### config.mk
export PLATFORM = sky130hd
export DESIGN_NAME = multi_lab_access_ctrl
export DESIGN_NICKNAME = d
export VERILOG_FILES = /design/src/rtl/multi_lab_access_ctrl.sv
export SDC_FILE = /design/constraint.sdc
export NUM_CORES = 1
export LEC_CHECK = 0
export CAP_MARGIN = 10
export CELL_PAD_IN_SITES_DETAIL_PLACEMENT = 1
export CELL_PAD_IN_SITES_GLOBAL_PLACEMENT = 1
export CORE_UTILIZATION = 46
export DETAILED_ROUTE_END_ITERATION = 16
export HOLD_SLACK_MARGIN = 0.05
export MAX_ROUTING_LAYER = met4
export PLACE_DENSITY = 0.95
export SYNTH_ARGS = -nofsm -noshare
export SYNTH_HDL_FRONTEND = slang
export SYNTH_SLANG_ARGS = --single-unit
### constraint.sdc
create_clock -name CLK -period 9.19 [get_ports CLK]
set_clock_uncertainty 0.2 [all_clocks]
set_input_delay 1.838 -clock CLK [delete_from_list [all_inputs] [get_ports CLK]]
set_output_delay 1.838 -clock CLK [all_outputs]
set_load 0.02 [all_outputs]
### src/rtl/multi_lab_access_ctrl.sv
// Smart-card door controller for several labs sharing one card reader.
// Each lab keeps an occupancy count, a consecutive-denial counter and a
// lockout timer. Requests are sampled on the rising clock edge and every
// output is driven from a register, so results appear one cycle later.
module multi_lab_access_ctrl #(
    parameter int NUM_LABS        = 4,
    parameter int LAB_SEL_W       = 2,
    parameter int CODE_W          = 5,
    parameter int CAPACITY        = 30,
    parameter int CNT_W           = 6,
    parameter int RESTRICT_THRESH = 15,
    parameter int DENY_LIMIT      = 3,
    parameter int LOCK_CYCLES     = 8
) (
    input  logic                      CLK,
    input  logic                      RST,
    input  logic [CODE_W-1:0]         smartCode,
    input  logic [LAB_SEL_W-1:0]      lab,
    input  logic [1:0]                mode,
    output logic [NUM_LABS*CNT_W-1:0] numOfStu,
    output logic [NUM_LABS-1:0]       restrictionWarn,
    output logic [NUM_LABS-1:0]       isFull,
    output logic [NUM_LABS-1:0]       isEmpty,
    output logic [NUM_LABS-1:0]       unlock,
    output logic [NUM_LABS-1:0]       lockedOut
);

    localparam int DENY_W = $clog2(DENY_LIMIT + 1);
    localparam int TMR_W  = $clog2(LOCK_CYCLES + 1);

    localparam logic [1:0] MODE_ENTRY = 2'b01;
    localparam logic [1:0] MODE_EXIT  = 2'b10;
    localparam logic [1:0] MODE_CLEAR = 2'b11;

    localparam logic [CNT_W-1:0]  L_CAP      = CNT_W'(CAPACITY);
    localparam logic [CNT_W-1:0]  L_THRESH   = CNT_W'(RESTRICT_THRESH);
    localparam logic [DENY_W-1:0] L_DENY_TOP = DENY_W'(DENY_LIMIT - 1);
    localparam logic [TMR_W-1:0]  L_LOCK     = TMR_W'(LOCK_CYCLES);

    typedef enum logic {
        ST_OPEN   = 1'b0,
        ST_LOCKED = 1'b1
    } lab_state_t;

    // A card is acceptable under the restriction only with odd parity.
    function automatic logic code_parity_ok(input logic [CODE_W-1:0] code);
        return ^code;
    endfunction

    lab_state_t        r_state   [NUM_LABS];
    logic [CNT_W-1:0]  r_cnt     [NUM_LABS];
    logic [DENY_W-1:0] r_deny    [NUM_LABS];
    logic [TMR_W-1:0]  r_timer   [NUM_LABS];
    logic [NUM_LABS-1:0] r_unlock;
    logic [NUM_LABS-1:0] r_warn;
    logic [NUM_LABS-1:0] r_full;
    logic [NUM_LABS-1:0] r_empty;

    lab_state_t        w_state_nxt [NUM_LABS];
    logic [CNT_W-1:0]  w_cnt_nxt   [NUM_LABS];
    logic [DENY_W-1:0] w_deny_nxt  [NUM_LABS];
    logic [TMR_W-1:0]  w_timer_nxt [NUM_LABS];
    logic [NUM_LABS-1:0] w_unlock_nxt;
    logic [NUM_LABS-1:0] w_warn_nxt;
    logic [NUM_LABS-1:0] w_denied;
    logic                w_lab_valid;
    logic                w_parity_ok;

    assign w_lab_valid = (int'(lab) < NUM_LABS);
    assign w_parity_ok = code_parity_ok(smartCode);

    // Next-state logic for every lab: lockout timer, then the request for the selected lab.
    always_comb begin
        for (int i = 0; i < NUM_LABS; i++) begin
            w_state_nxt[i]  = r_state[i];
            w_cnt_nxt[i]    = r_cnt[i];
            w_deny_nxt[i]   = r_deny[i];
            w_timer_nxt[i]  = r_timer[i];
            w_unlock_nxt[i] = 1'b0;
            w_warn_nxt[i]   = 1'b0;
            w_denied[i]     = 1'b0;

            // The lockout timer runs regardless of what is being requested.
            if (r_state[i] == ST_LOCKED) begin
                if (r_timer[i] <= TMR_W'(1)) begin
                    w_state_nxt[i] = ST_OPEN;
                    w_timer_nxt[i] = '0;
                end else begin
                    w_timer_nxt[i] = r_timer[i] - TMR_W'(1);
                end
            end else begin
                w_timer_nxt[i] = r_timer[i];
            end

            if (w_lab_valid && (int'(lab) == i)) begin
                case (mode)
                    MODE_ENTRY: begin
                        if (r_state[i] == ST_OPEN) begin
                            if (r_cnt[i] == L_CAP) begin
                                w_denied[i] = 1'b1;
                            end else if ((r_cnt[i] >= L_THRESH) && !w_parity_ok) begin
                                w_denied[i]   = 1'b1;
                                w_warn_nxt[i] = 1'b1;
                            end else begin
                                w_cnt_nxt[i]    = r_cnt[i] + CNT_W'(1);
                                w_unlock_nxt[i] = 1'b1;
                                w_deny_nxt[i]   = '0;
                            end
                        end else begin
                            // Locked labs refuse entry without touching the deny count.
                            w_denied[i] = 1'b0;
                        end
                    end
                    MODE_EXIT: begin
                        // Egress is always allowed, even while locked.
                        if (r_cnt[i] != '0) begin
                            w_cnt_nxt[i]    = r_cnt[i] - CNT_W'(1);
                            w_unlock_nxt[i] = 1'b1;
                        end else begin
                            w_cnt_nxt[i] = r_cnt[i];
                        end
                    end
                    MODE_CLEAR: begin
                        w_cnt_nxt[i]   = '0;
                        w_deny_nxt[i]  = '0;
                        w_timer_nxt[i] = '0;
                        w_state_nxt[i] = ST_OPEN;
                    end
                    default: begin
                        w_cnt_nxt[i] = r_cnt[i];
                    end
                endcase
            end

            // A denial either bumps the deny count or, on reaching the limit, locks the lab.
            if (w_denied[i]) begin
                if (r_deny[i] >= L_DENY_TOP) begin
                    w_state_nxt[i] = ST_LOCKED;
                    w_timer_nxt[i] = L_LOCK;
                    w_deny_nxt[i]  = '0;
                end else begin
                    w_deny_nxt[i] = r_deny[i] + DENY_W'(1);
                end
            end else begin
                w_denied[i] = 1'b0;
            end
        end
    end

    // State and output registers with synchronous reset.
    always_ff @(posedge CLK) begin
        if (RST) begin
            for (int i = 0; i < NUM_LABS; i++) begin
                r_state[i] <= ST_OPEN;
                r_cnt[i]   <= '0;
                r_deny[i]  <= '0;
                r_timer[i] <= '0;
            end
            r_unlock <= '0;
            r_warn   <= '0;
            r_full   <= '0;
            r_empty  <= '1;
        end else begin
            for (int i = 0; i < NUM_LABS; i++) begin
                r_state[i] <= w_state_nxt[i];
                r_cnt[i]   <= w_cnt_nxt[i];
                r_deny[i]  <= w_deny_nxt[i];
                r_timer[i] <= w_timer_nxt[i];
                r_full[i]  <= (w_cnt_nxt[i] == L_CAP);
                r_empty[i] <= (w_cnt_nxt[i] == '0);
            end
            r_unlock <= w_unlock_nxt;
            r_warn   <= w_warn_nxt;
        end
    end

    genvar g;
    generate
        for (g = 0; g < NUM_LABS; g++) begin : g_out
            assign numOfStu[g*CNT_W +: CNT_W] = r_cnt[g];
            assign lockedOut[g]               = (r_state[g] == ST_LOCKED);
        end
    endgenerate

    assign restrictionWarn = r_warn;
    assign isFull          = r_full;
    assign isEmpty         = r_empty;
    assign unlock          = r_unlock;

endmodule

==> results.py <==
metrics = {
    "timing": {
        "hold_violations": 0,
        "finalSetupTns_ps": 0,
        "slew_headroom_pct": 29.5,
        "drv_slew": 0,
        "tightest_slew_ps": 1050,
        "fin_crit_ps": 4970,
        "setup_ws_ps": 4220,
        "fmaxAchievable_mhz": 201,
        "hold-worst-slack_ps": 307,
        "rsz0062_at_grt": "no",
        "fin_crit_sh_pct": 54.1,
        "setup_viol": 0,
    },
    "placement": {
        "gp_congestion": 0.932,
        "place_ws_ps": 3950,
        "io_buffers": 54,
        "post-dp-hpwl_um": 11900,
    },
    "global_route": {
        "grt_pass1_wl_um": 27100,
        "grt_pass1_vias": 5497,
        "track_usage_pct": 31.6,
        "grt-ovfl-total": 0,
        "antenna_found_initial": 0,
        "grt_max_degree": 43,
    },
    "cts": {
        "postCtsResizedCells": 0,
        "clock-sinks": 68,
        "ctsLongestPathBuffers": 2,
        "cts-root-buf": "clkbuf_8",
        "insertion_delay_ps": 370,
        "hold_buffers": 0,
        "htreeDepth": 3,
        "clk_pin_slew_ps": 70,
        "cts_tree": "yes",
        "cts_buffers": 9,
        "post_cts_buffers": 0,
    },
    "worst_setup_path": {
        "cp_max_fo": 11,
        "worstSetupPathType": "input pin to flip-flop",
        "crit_required_ps": 9300,
        "endpoint_kind": "flip-flop",
        "cp-start-kind": "input pin",
        "arrival_ps": 5080,
    },
    "detailed_routing": {
        "vias": 5320,
        "wl_per_cell_um": 20.5,
        "drt_iter0_markers": 258,
        "drcViolationCount": 0,
        "via_per_inst": 6.58,
        "ant_nets": 0,
        "wl_um": 16600,
        "firstDrtPassIters": 5,
    },
    "synth": {
        "synth-edff-count": 0,
        "async_flop_share_pct": 0,
        "ys_seq_elements": 68,
        "synthCells": 643,
        "synthFlopType": "dfxtp_1",
        "syn-cell-area_um2": 4960,
        "ys_seq_area_share_pct": 27.4,
        "ys.warnings.count": 0,
        "avgSynthCellArea_um2": 7.72,
        "syn-num-nets": 682,
        "ys_types": 75,
    },
    "die": {
        "fp.dieH_um": 106,
        "die-area_um2": 11200,
        "ioPinCount": 55,
        "start_util_pct": 47.9,
        "chipWidth_um": 106,
        "floorplan.core_area_um2": 10400,
        "rows": 37,
    },
    "worst_hold_path": {
        "min_path_type": "flip-flop to flip-flop",
    },
    "finish": {
        "multi_input_area_um2": 3280,
        "fillers": 1297,
        "seq_area_um2": 1360,
        "drive_above_1_share_pct": 5.35,
        "syn2layout_area_growth_pct": 15.3,
        "nets": 707,
        "diodes": 0,
    },
    "job": {
        "drv_cap": 0,
    },
    "run_status": {
        "status": "finished clean",
    },
    "pwr": {
        "p_leak_nw": 2.05,
        "power_density_nw_per_um2": 117,
        "vdd_ir_drop_max_uv": 55.9,
    },
}
==> sequential cells by signal (all words and copies together) (netlist names) <==
| register | cells |
|---|---|
| r_timer | 16 |
| r_deny | 8 |
| r_state | 4 |
| isFull | 4 |
| restrictionWarn | 4 |
| isEmpty | 4 |
| r_cnt | 24 |
| unlock | 4 |
==> cell type report <==
| class | instances | area share, % |
|---|---|---|
| clock inverters | 4 | 0.831 |
| repair buffers | 58 | 9.97 |
| flip-flops and latches | 68 | 23.8 |
| multi-input cells | 495 | 57.4 |
| clock buffers | 12 | 2.71 |
| well taps | 136 | 2.97 |
| inverters | 36 | 2.36 |
==> worst paths after layout <==
kind,endpoint,cells after the start,slack [ps],from
setup / recovery,isFull[2]$_SDFF_PP0_,7,4220,smartCode[1]
hold / removal,r_timer[0][2]$_SDFF_PP0_,2,310,r_timer[0][2]$_SDFF_PP0_
setup reg to reg,isEmpty[1]$_SDFF_PP1_,8,6150,r_cnt[1][0]$_SDFF_PP0_
hold reg to reg,r_timer[0][2]$_SDFF_PP0_,2,310,r_timer[0][2]$_SDFF_PP0_
==> cells by family (layout without fill, tap and decap cells) <==
group	count (synthesis)	in the layout	share of synthesized area, %
compound gates	164	164	23.7
xor+xnor	15	15	3.40
fa+ha+maj	28	28	7.06
buf+inv	80	110	6.40
flops	68	68	27.4
mux	10	10	2.14
simple gates	278	278	29.9
==> power by group <==
part	internal (mW)	leakage [nW]	switching, mW	total [mW]
Combinational	0.0344	1.40	0.0686	0.103
Clock	0.139	0.102	0.122	0.262
Sequential	0.298	0.548	0.00567	0.303
==> synthesized netlist by cell type, types with 7 or more instances <==
cell	n	share of area (%)
or4_1	7	1.1
inv_1	35	2.6
nor2b_1	11	1.4
a2111oi_0	10	1.8
dfxtp_1	68	27
a21oi_1	34	3.4
nand3b_1	11	1.7
nand2_1	55	4.2
o21ai_0	21	2.1
and2_1	15	1.9
nor2_1	54	4.1
nor3_1	28	2.8
nor4_1	19	2.4
a31oi_1	10	1.3
a211oi_1	7	1.1
nand3_1	25	2.5
nand2b_1	10	1.3
clkbuf_1	37	2.8
o22ai_1	9	1.1
ha_1	28	7.1
==> cell usage in the layout, fill, tap and decap left out, types with 11 or more instances in the layout <==
| cell type | instances |
|---|---|
| dfxtp_1 | 68 |
| nand2_1 | 55 |
| nor2_1 | 54 |
| clkdlybuf4s50_1 | 54 |
| inv_1 | 35 |
| a21oi_1 | 34 |
| nor3_1 | 28 |
| ha_1 | 28 |
| nand3_1 | 25 |
| o21ai_0 | 21 |
| nor4_1 | 19 |
| and2_1 | 15 |
| nor2b_1 | 11 |
| nand3b_1 | 11 |
| clkbuf_8 | 11 |
==> routing by layer <==
metal | global-route usage, % | routed length [um]
met5 | - | 0
met4 | 14.7 | 518
met3 | 6.12 | 1080
met2 | 52.2 | 8030
met1 | 37.0 | 6960
==> critical path, stage by stage <==
cell             delay [ps]
clkdlybuf4s50_1         490
xor3_2                  540
xnor2_1                 850
a41oi_1                 280
o311ai_0                600
o2111a_1                290
and4b_1                 190
==> metrics by stage <==
| step | power [mW] | utilization, % | cell area, um2 | cells |
|---|---|---|---|---|
| after floorplan | 0.374 | - | 4960 | 643 |
| after global placement | 0.407 | 53.2 | 5520 | 793 |
| after detailed placement | 0.410 | 53.2 | 5520 | 793 |
| after CTS | 0.673 | 55.2 | 5720 | 809 |
| after global routing | 0.694 | 55.2 | 5720 | 809 |
| final | 0.668 | 55.2 | 5720 | 809 |
(Power assumes the default switching activity.)
